`src/rtl/instr_issuer.sv`:
```
// Instruction issuer: queues {func,input1,input2} and hands them to the controller one at a time.
// Latency: a push into an empty, idle issuer reaches the outputs 2 cycles later; minimum 3 cycles per instruction.
// Backpressure: no ready signal; a push while full is dropped and raises the sticky overflow flag.
//
// Ports:
//   clk, rst_n                       clock, synchronous active-low reset
//   wr_en, wr_func, wr_in1, wr_in2   instruction push
//   done                             controller finished the current instruction
//   clr_err                          clears overflow / timeout_err
//   func, input1, input2             instruction to controller (all zero when idle)
//   issue_valid                      1-cycle pulse when a new instruction appears
//   busy                             instruction outstanding
//   full, empty, count               FIFO status
//   overflow, timeout_err            sticky error flags

// Generic synchronous FIFO: push is ignored while full, pop is ignored while empty.
// Latency: read data is the current head, combinational from storage.
// Backpressure: caller observes full/empty; no internal stall.
module sync_fifo #(
    parameter int DEPTH = 8,
    parameter int WIDTH = 8
) (
    input  logic                     clk,
    input  logic                     rst_n,
    input  logic                     push,
    input  logic                     pop,
    input  logic [WIDTH-1:0]         wr_dat,
    output logic [WIDTH-1:0]         rd_dat,
    output logic [$clog2(DEPTH):0]   count,
    output logic                     full,
    output logic                     empty
);
    localparam int PTR_W = $clog2(DEPTH);
    localparam int CNT_W = $clog2(DEPTH) + 1;

    logic [WIDTH-1:0] mem [DEPTH];
    logic [PTR_W-1:0] wr_ptr;
    logic [PTR_W-1:0] rd_ptr;
    logic             do_push;
    logic             do_pop;

    assign full    = (count == CNT_W'(DEPTH));
    assign empty   = (count == '0);
    assign do_push = push && !full;
    assign do_pop  = pop && !empty;
    assign rd_dat  = mem[rd_ptr];

    // Storage carries no reset; only pointers and occupancy define validity.
    always_ff @(posedge clk) begin
        if (do_push) begin
            mem[wr_ptr] <= wr_dat;
        end
    end

    // DEPTH is a power of two, so the pointers wrap on natural overflow.
    always_ff @(posedge clk) begin
        if (!rst_n) begin
            wr_ptr <= '0;
            rd_ptr <= '0;
            count  <= '0;
        end else begin
            if (do_push) begin
                wr_ptr <= wr_ptr + PTR_W'(1);
            end
            if (do_pop) begin
                rd_ptr <= rd_ptr + PTR_W'(1);
            end
            case ({do_push, do_pop})
                2'b10:   count <= count + CNT_W'(1);
                2'b01:   count <= count - CNT_W'(1);
                default: count <= count;
            endcase
        end
    end
endmodule

module instr_issuer #(
    parameter int DEPTH   = 8,
    parameter int FUNC_W  = 4,
    parameter int FIELD_W = 3,
    parameter int TIMEOUT = 15
) (
    input  logic                   clk,
    input  logic                   rst_n,
    input  logic                   wr_en,
    input  logic [FUNC_W-1:0]      wr_func,
    input  logic [FIELD_W-1:0]     wr_in1,
    input  logic [FIELD_W-1:0]     wr_in2,
    input  logic                   done,
    input  logic                   clr_err,
    output logic [FUNC_W-1:0]      func,
    output logic [FIELD_W-1:0]     input1,
    output logic [FIELD_W-1:0]     input2,
    output logic                   issue_valid,
    output logic                   busy,
    output logic                   full,
    output logic                   empty,
    output logic [$clog2(DEPTH):0] count,
    output logic                   overflow,
    output logic                   timeout_err
);
    localparam int INSTR_W = FUNC_W + 2 * FIELD_W;
    localparam int CNT_W   = $clog2(TIMEOUT + 1);
    localparam logic [CNT_W-1:0] TIMEOUT_C = CNT_W'(TIMEOUT);

    typedef enum logic [1:0] {IDLE, ISSUE, WAIT} state_t;

    state_t               state;
    state_t               state_nxt;
    logic [INSTR_W-1:0]   head_dat;
    logic                 pop;
    logic [FUNC_W-1:0]    func_nxt;
    logic [FIELD_W-1:0]   in1_nxt;
    logic [FIELD_W-1:0]   in2_nxt;
    logic                 iv_nxt;
    logic                 busy_nxt;
    logic [CNT_W-1:0]     wait_cnt;
    logic [CNT_W-1:0]     wait_cnt_nxt;
    logic                 timeout_evt;
    logic                 ovf_nxt;
    logic                 terr_nxt;

    sync_fifo #(
        .DEPTH (DEPTH),
        .WIDTH (INSTR_W)
    ) u_fifo (
        .clk    (clk),
        .rst_n  (rst_n),
        .push   (wr_en),
        .pop    (pop),
        .wr_dat ({wr_func, wr_in1, wr_in2}),
        .rd_dat (head_dat),
        .count  (count),
        .full   (full),
        .empty  (empty)
    );

    always_comb begin
        state_nxt    = state;
        func_nxt     = func;
        in1_nxt      = input1;
        in2_nxt      = input2;
        iv_nxt       = 1'b0;
        busy_nxt     = busy;
        wait_cnt_nxt = wait_cnt;
        pop          = 1'b0;
        timeout_evt  = 1'b0;
        case (state)
            IDLE: begin
                func_nxt = '0;
                in1_nxt  = '0;
                in2_nxt  = '0;
                busy_nxt = 1'b0;
                if (!empty) begin
                    pop                          = 1'b1;
                    {func_nxt, in1_nxt, in2_nxt} = head_dat;
                    iv_nxt                       = 1'b1;
                    busy_nxt                     = 1'b1;
                    state_nxt                    = ISSUE;
                end
            end
            ISSUE: begin
                // done is ignored here; the wait window starts at 1 on entry to WAIT.
                wait_cnt_nxt = CNT_W'(1);
                state_nxt    = WAIT;
            end
            WAIT: begin
                // done is checked before the limit, so it wins on the final cycle.
                if (done) begin
                    state_nxt = IDLE;
                    busy_nxt  = 1'b0;
                    func_nxt  = '0;
                    in1_nxt   = '0;
                    in2_nxt   = '0;
                end else if (wait_cnt == TIMEOUT_C) begin
                    timeout_evt = 1'b1;
                    state_nxt   = IDLE;
                    busy_nxt    = 1'b0;
                    func_nxt    = '0;
                    in1_nxt     = '0;
                    in2_nxt     = '0;
                end else begin
                    wait_cnt_nxt = wait_cnt + CNT_W'(1);
                end
            end
            default: state_nxt = IDLE;
        endcase

        // A fresh error outranks a simultaneous clear.
        ovf_nxt  = (wr_en && full) ? 1'b1 : (clr_err ? 1'b0 : overflow);
        terr_nxt = timeout_evt ? 1'b1 : (clr_err ? 1'b0 : timeout_err);
    end

    always_ff @(posedge clk) begin
        if (!rst_n) begin
            state       <= IDLE;
            func        <= '0;
            input1      <= '0;
            input2      <= '0;
            issue_valid <= 1'b0;
            busy        <= 1'b0;
            wait_cnt    <= '0;
            overflow    <= 1'b0;
            timeout_err <= 1'b0;
        end else begin
            state       <= state_nxt;
            func        <= func_nxt;
            input1      <= in1_nxt;
            input2      <= in2_nxt;
            issue_valid <= iv_nxt;
            busy        <= busy_nxt;
            wait_cnt    <= wait_cnt_nxt;
            overflow    <= ovf_nxt;
            timeout_err <= terr_nxt;
        end
    end
endmodule

```
`config.mk`:
```
export PLATFORM = sky130hd
export DESIGN_NAME = instr_issuer
export DESIGN_NICKNAME = d
export VERILOG_FILES = /design/src/rtl/instr_issuer.sv
export SDC_FILE = /design/constraint.sdc
export NUM_CORES = 1
export LEC_CHECK = 0
export ABC_AREA = 1
export CORE_MARGIN = 5
export CORE_UTILIZATION = 55
export DETAILED_ROUTE_END_ITERATION = 12
export PLACE_DENSITY = 0.75
export SYNTH_ARGS = -nofsm -noshare
export SYNTH_HDL_FRONTEND = slang
export SYNTH_SLANG_ARGS = --single-unit
```
`constraint.sdc`:
```
create_clock -name clk -period 2.2 [get_ports clk]
set_input_delay 0.22 -clock clk [delete_from_list [all_inputs] [get_ports clk]]
set_output_delay 0.22 -clock clk [all_outputs]
set_load 0.02 [all_outputs]
```
==> reports/metrics.cfg <==
[global_route]
grt_max_degree=41
grt_pass1_vias=3558
grt_pass1_wl_um=17260
grt_antenna_before_repair=0
grt_usage_pct=20.57
grt_overflow=0

[finish]
layout_common_cells=143 x nand2_1, 80 x edfxtp_1, 77 x inv_1
area_delta_synth_final_pct=22.66
seqCellArea_um2=3063
drive_above_1_share_pct=11.45
final_common_cell=nand2_1
fillers=602
multiInputGateArea_um2=1366
design.final.nets=567
diodes=0

[route]
postRouteAntennaNets=0
via_count=3520
drc_errors=0
drt_pass1_iterations=8
wirelength_um=10720
drt_iter0_markers=247
vias_per_cell=5.277
wl_per_cell_um=16.07

[sta]
tns_ps=0
relSlewSlack_pct=48.29
finalMaxSlewViolations=0
clock.fmax_mhz=511.2
finalCritPeriodShare_pct=88.92
finalHoldViolCount=0
skew_ps=8.493
period_needed_ps=1956
tightest_slew_ps=774.8
rsz0062_at_grt=no
setup_violations=0

[yosys]
netlist-cell-type-count=29
synthTopCellsByArea=edfxtp_1 50%, dfxtp_1 14%, nand2_1 11%
synth_top_area_share_pct=49.84
synth_edf_count=80
synth_top_area_cell=edfxtp_1
synth_area_um2=4820
ys_seq_elements=113
yosysWarningCount=0
syn_nets=514
synth_area_per_cell_um2=9.776
synthFlopType=edfxtp_1
seq_area_frac_synth_pct=63.55
async_flop_share_pct=0
synth_cells=493

[pwr]
pwr-share-seq_pct=35.6
p_int_mw=5.126
power.share.combinational_pct=31.4
p_sw_share_pct=33.62
power_switching_mw=2.597
clock_power_share_pct=33.0
powerDensity_nw_per_um2=1306
p_total_mw=7.723
p_leak_nw=2.532
max-vdd-ir-drop_uv=641.5

[setup_path]
critPathKind=register to register
worst-path-max-fanout=8
r2r_cells=11
path_cells=inv_1 > nand3_4 > o21ai_4 > ha_1 > inv_1 > nand2_1 > nand2_1 > ha_1 > a21oi_1 > xor2_1 > a21oi_1
r2r-end=u_fifo.count[2]$_SDFFE_PN0P_
cp-end-kind=register
startpoint=u_fifo.count[0]$_SDFFE_PN0P_
slowest_delay_ps=320
worst_setup_path_start_kind=register
crit_required_ps=2600
critPathSlowestCell=dfxtp_1
worstPathArrival_ps=2350
r2r_slack_ps=240
r2r_start=u_fifo.count[0]$_SDFFE_PN0P_

[floorplan]
ios=35
die_area_um2=10740
rows=34
die_width_um=103.6
start_util_pct=55.81
die_height_um=103.6
coreArea_um2=8636

[clock_tree]
cts_tree=built
ctsHoldBuffers=0
clkSinkCount=113
htreeDepth=4
root_buffer=clkbuf_8
clk_pin_slew_ps=50
cts_buffer_depth=2
cts-buffers-inserted=17
insertion_delay_ps=510

[min_path]
holdPathStages=4
hold_end=overflow$_SDFFE_PN0P_
hold_start=clr_err
holdCritPathClass=primary input to register

[placement]
io_buffers=34
dp.final_hpwl_um=6573
gp_congestion=0.8056

[status]
status=finished clean

[flow_run]
cap_violations=0

[synthesized netlist by cell type (all sizes together) (2+ instances only)]
master	instances
nand2	143
or2	2
xor2	3
nand3	66
dfxtp	33
edfxtp	80
clkbuf	6
buf	12
a21oi	29
o21ai	8
inv	80
nor2	21
ha	6
[registers in the layout, summed over array words and instances (netlist names), 2 cells and up, named ones only]
register and flops:
func 4, input1 3, input2 3, state 2
u_fifo.count 4, u_fifo.mem 80, u_fifo.rd_ptr 3, u_fifo.wr_ptr 3
wait_cnt 4
[power by group through the flow]
stage               registers [mW]  clock network [mW]  logic, mW
CTS                           2.75                2.57       2.42
finish                        2.75                2.55       2.43
detailed placement            2.78                   0       2.40
floorplan                     2.90                   0       1.51
global placement              2.77                   0       2.33
global route                  2.78                2.71       2.66
[worst max-delay path, delay by kind of cell, from the launching register on]
family / cells / cell delay (ps)
compound gates: 3 / 470
flops: 1 / 320
buf+inv: 2 / 210
fa+ha+maj: 2 / 430
xor+xnor: 1 / 170
simple gates: 3 / 240
[timing repair]
| item | 4_1_cts | 5_1_grt |
|---|---|---|
| hold endpoints to repair | 0 | 0 |
| setup endpoints to repair | 0 | 2 |
| buffers inserted | 0 | 0 |
| resized for setup | 0 | 3 |
[metrics by stage]
stage          utilization, %  instances  instance area [µm²]  hold slack [ps]  setup WS [ps]
3_5_place_dp            61.79        635                 5336            455.2          178.4
2_1_floorplan               -        493                 4820            318.9          180.4
6_report                68.46        667                 5912            361.8          243.8
5_1_grt                 68.46        667                 5912            367.7          75.45
4_1_cts                 68.31        667                 5899            311.8          54.75
3_3_place_gp            61.79        635                 5336            449.2          286.7
[cell families (layout without fill, tap and decap cells)]
family / after synthesis / in the layout / share of synthesized area [%]
XOR/XNOR: 4 / 4 / 0.7270
flip-flops: 113 / 113 / 63.55
AND/OR/NAND/NOR: 234 / 234 / 21.44
AO/OA/AOI/OAI: 37 / 37 / 4.465
adder cells (fa/ha/maj): 6 / 6 / 1.558
buffers and inverters: 99 / 165 / 8.255
[final cells by class]
| cell class | count | share of cell area, % |
|---|---|---|
| Sequential cell | 113 | 51.81 |
| Multi-Input combinational cell | 281 | 23.11 |
| Clock buffer | 28 | 8.762 |
| Timing Repair Buffer | 52 | 8.127 |
| Inverter | 81 | 5.143 |
| Tap cell | 108 | 2.286 |
| Clock inverter | 4 | 0.7619 |
[worst max-delay path by stage]
| stage | endpoint | slack, ps | depth (start not counted) |
|---|---|---|---|
| 2_1_floorplan | u_fifo.count[2]$_SDFFE_PN0P_ | 180 | 12 |
| 3_3_place_gp | u_fifo.count[2]$_SDFFE_PN0P_ | 290 | 11 |
| 3_5_place_dp | u_fifo.count[2]$_SDFFE_PN0P_ | 180 | 11 |
| 4_1_cts | empty | 50 | 4 |
| 5_1_grt | u_fifo.count[2]$_SDFFE_PN0P_ | 80 | 11 |
| 6_report | u_fifo.count[2]$_SDFFE_PN0P_ | 240 | 11 |
[metal layers]
metal / GRT usage [%] / share of wire, % / routed length, µm
met4: 10.03 / 2.6 / 280
met1: 24.86 / 41 / 4392
met5: 0 / 0 / 0
met3: 6.530 / 7.9 / 848
met2: 33.20 / 48 / 5198
(Power assumes the default switching activity.)
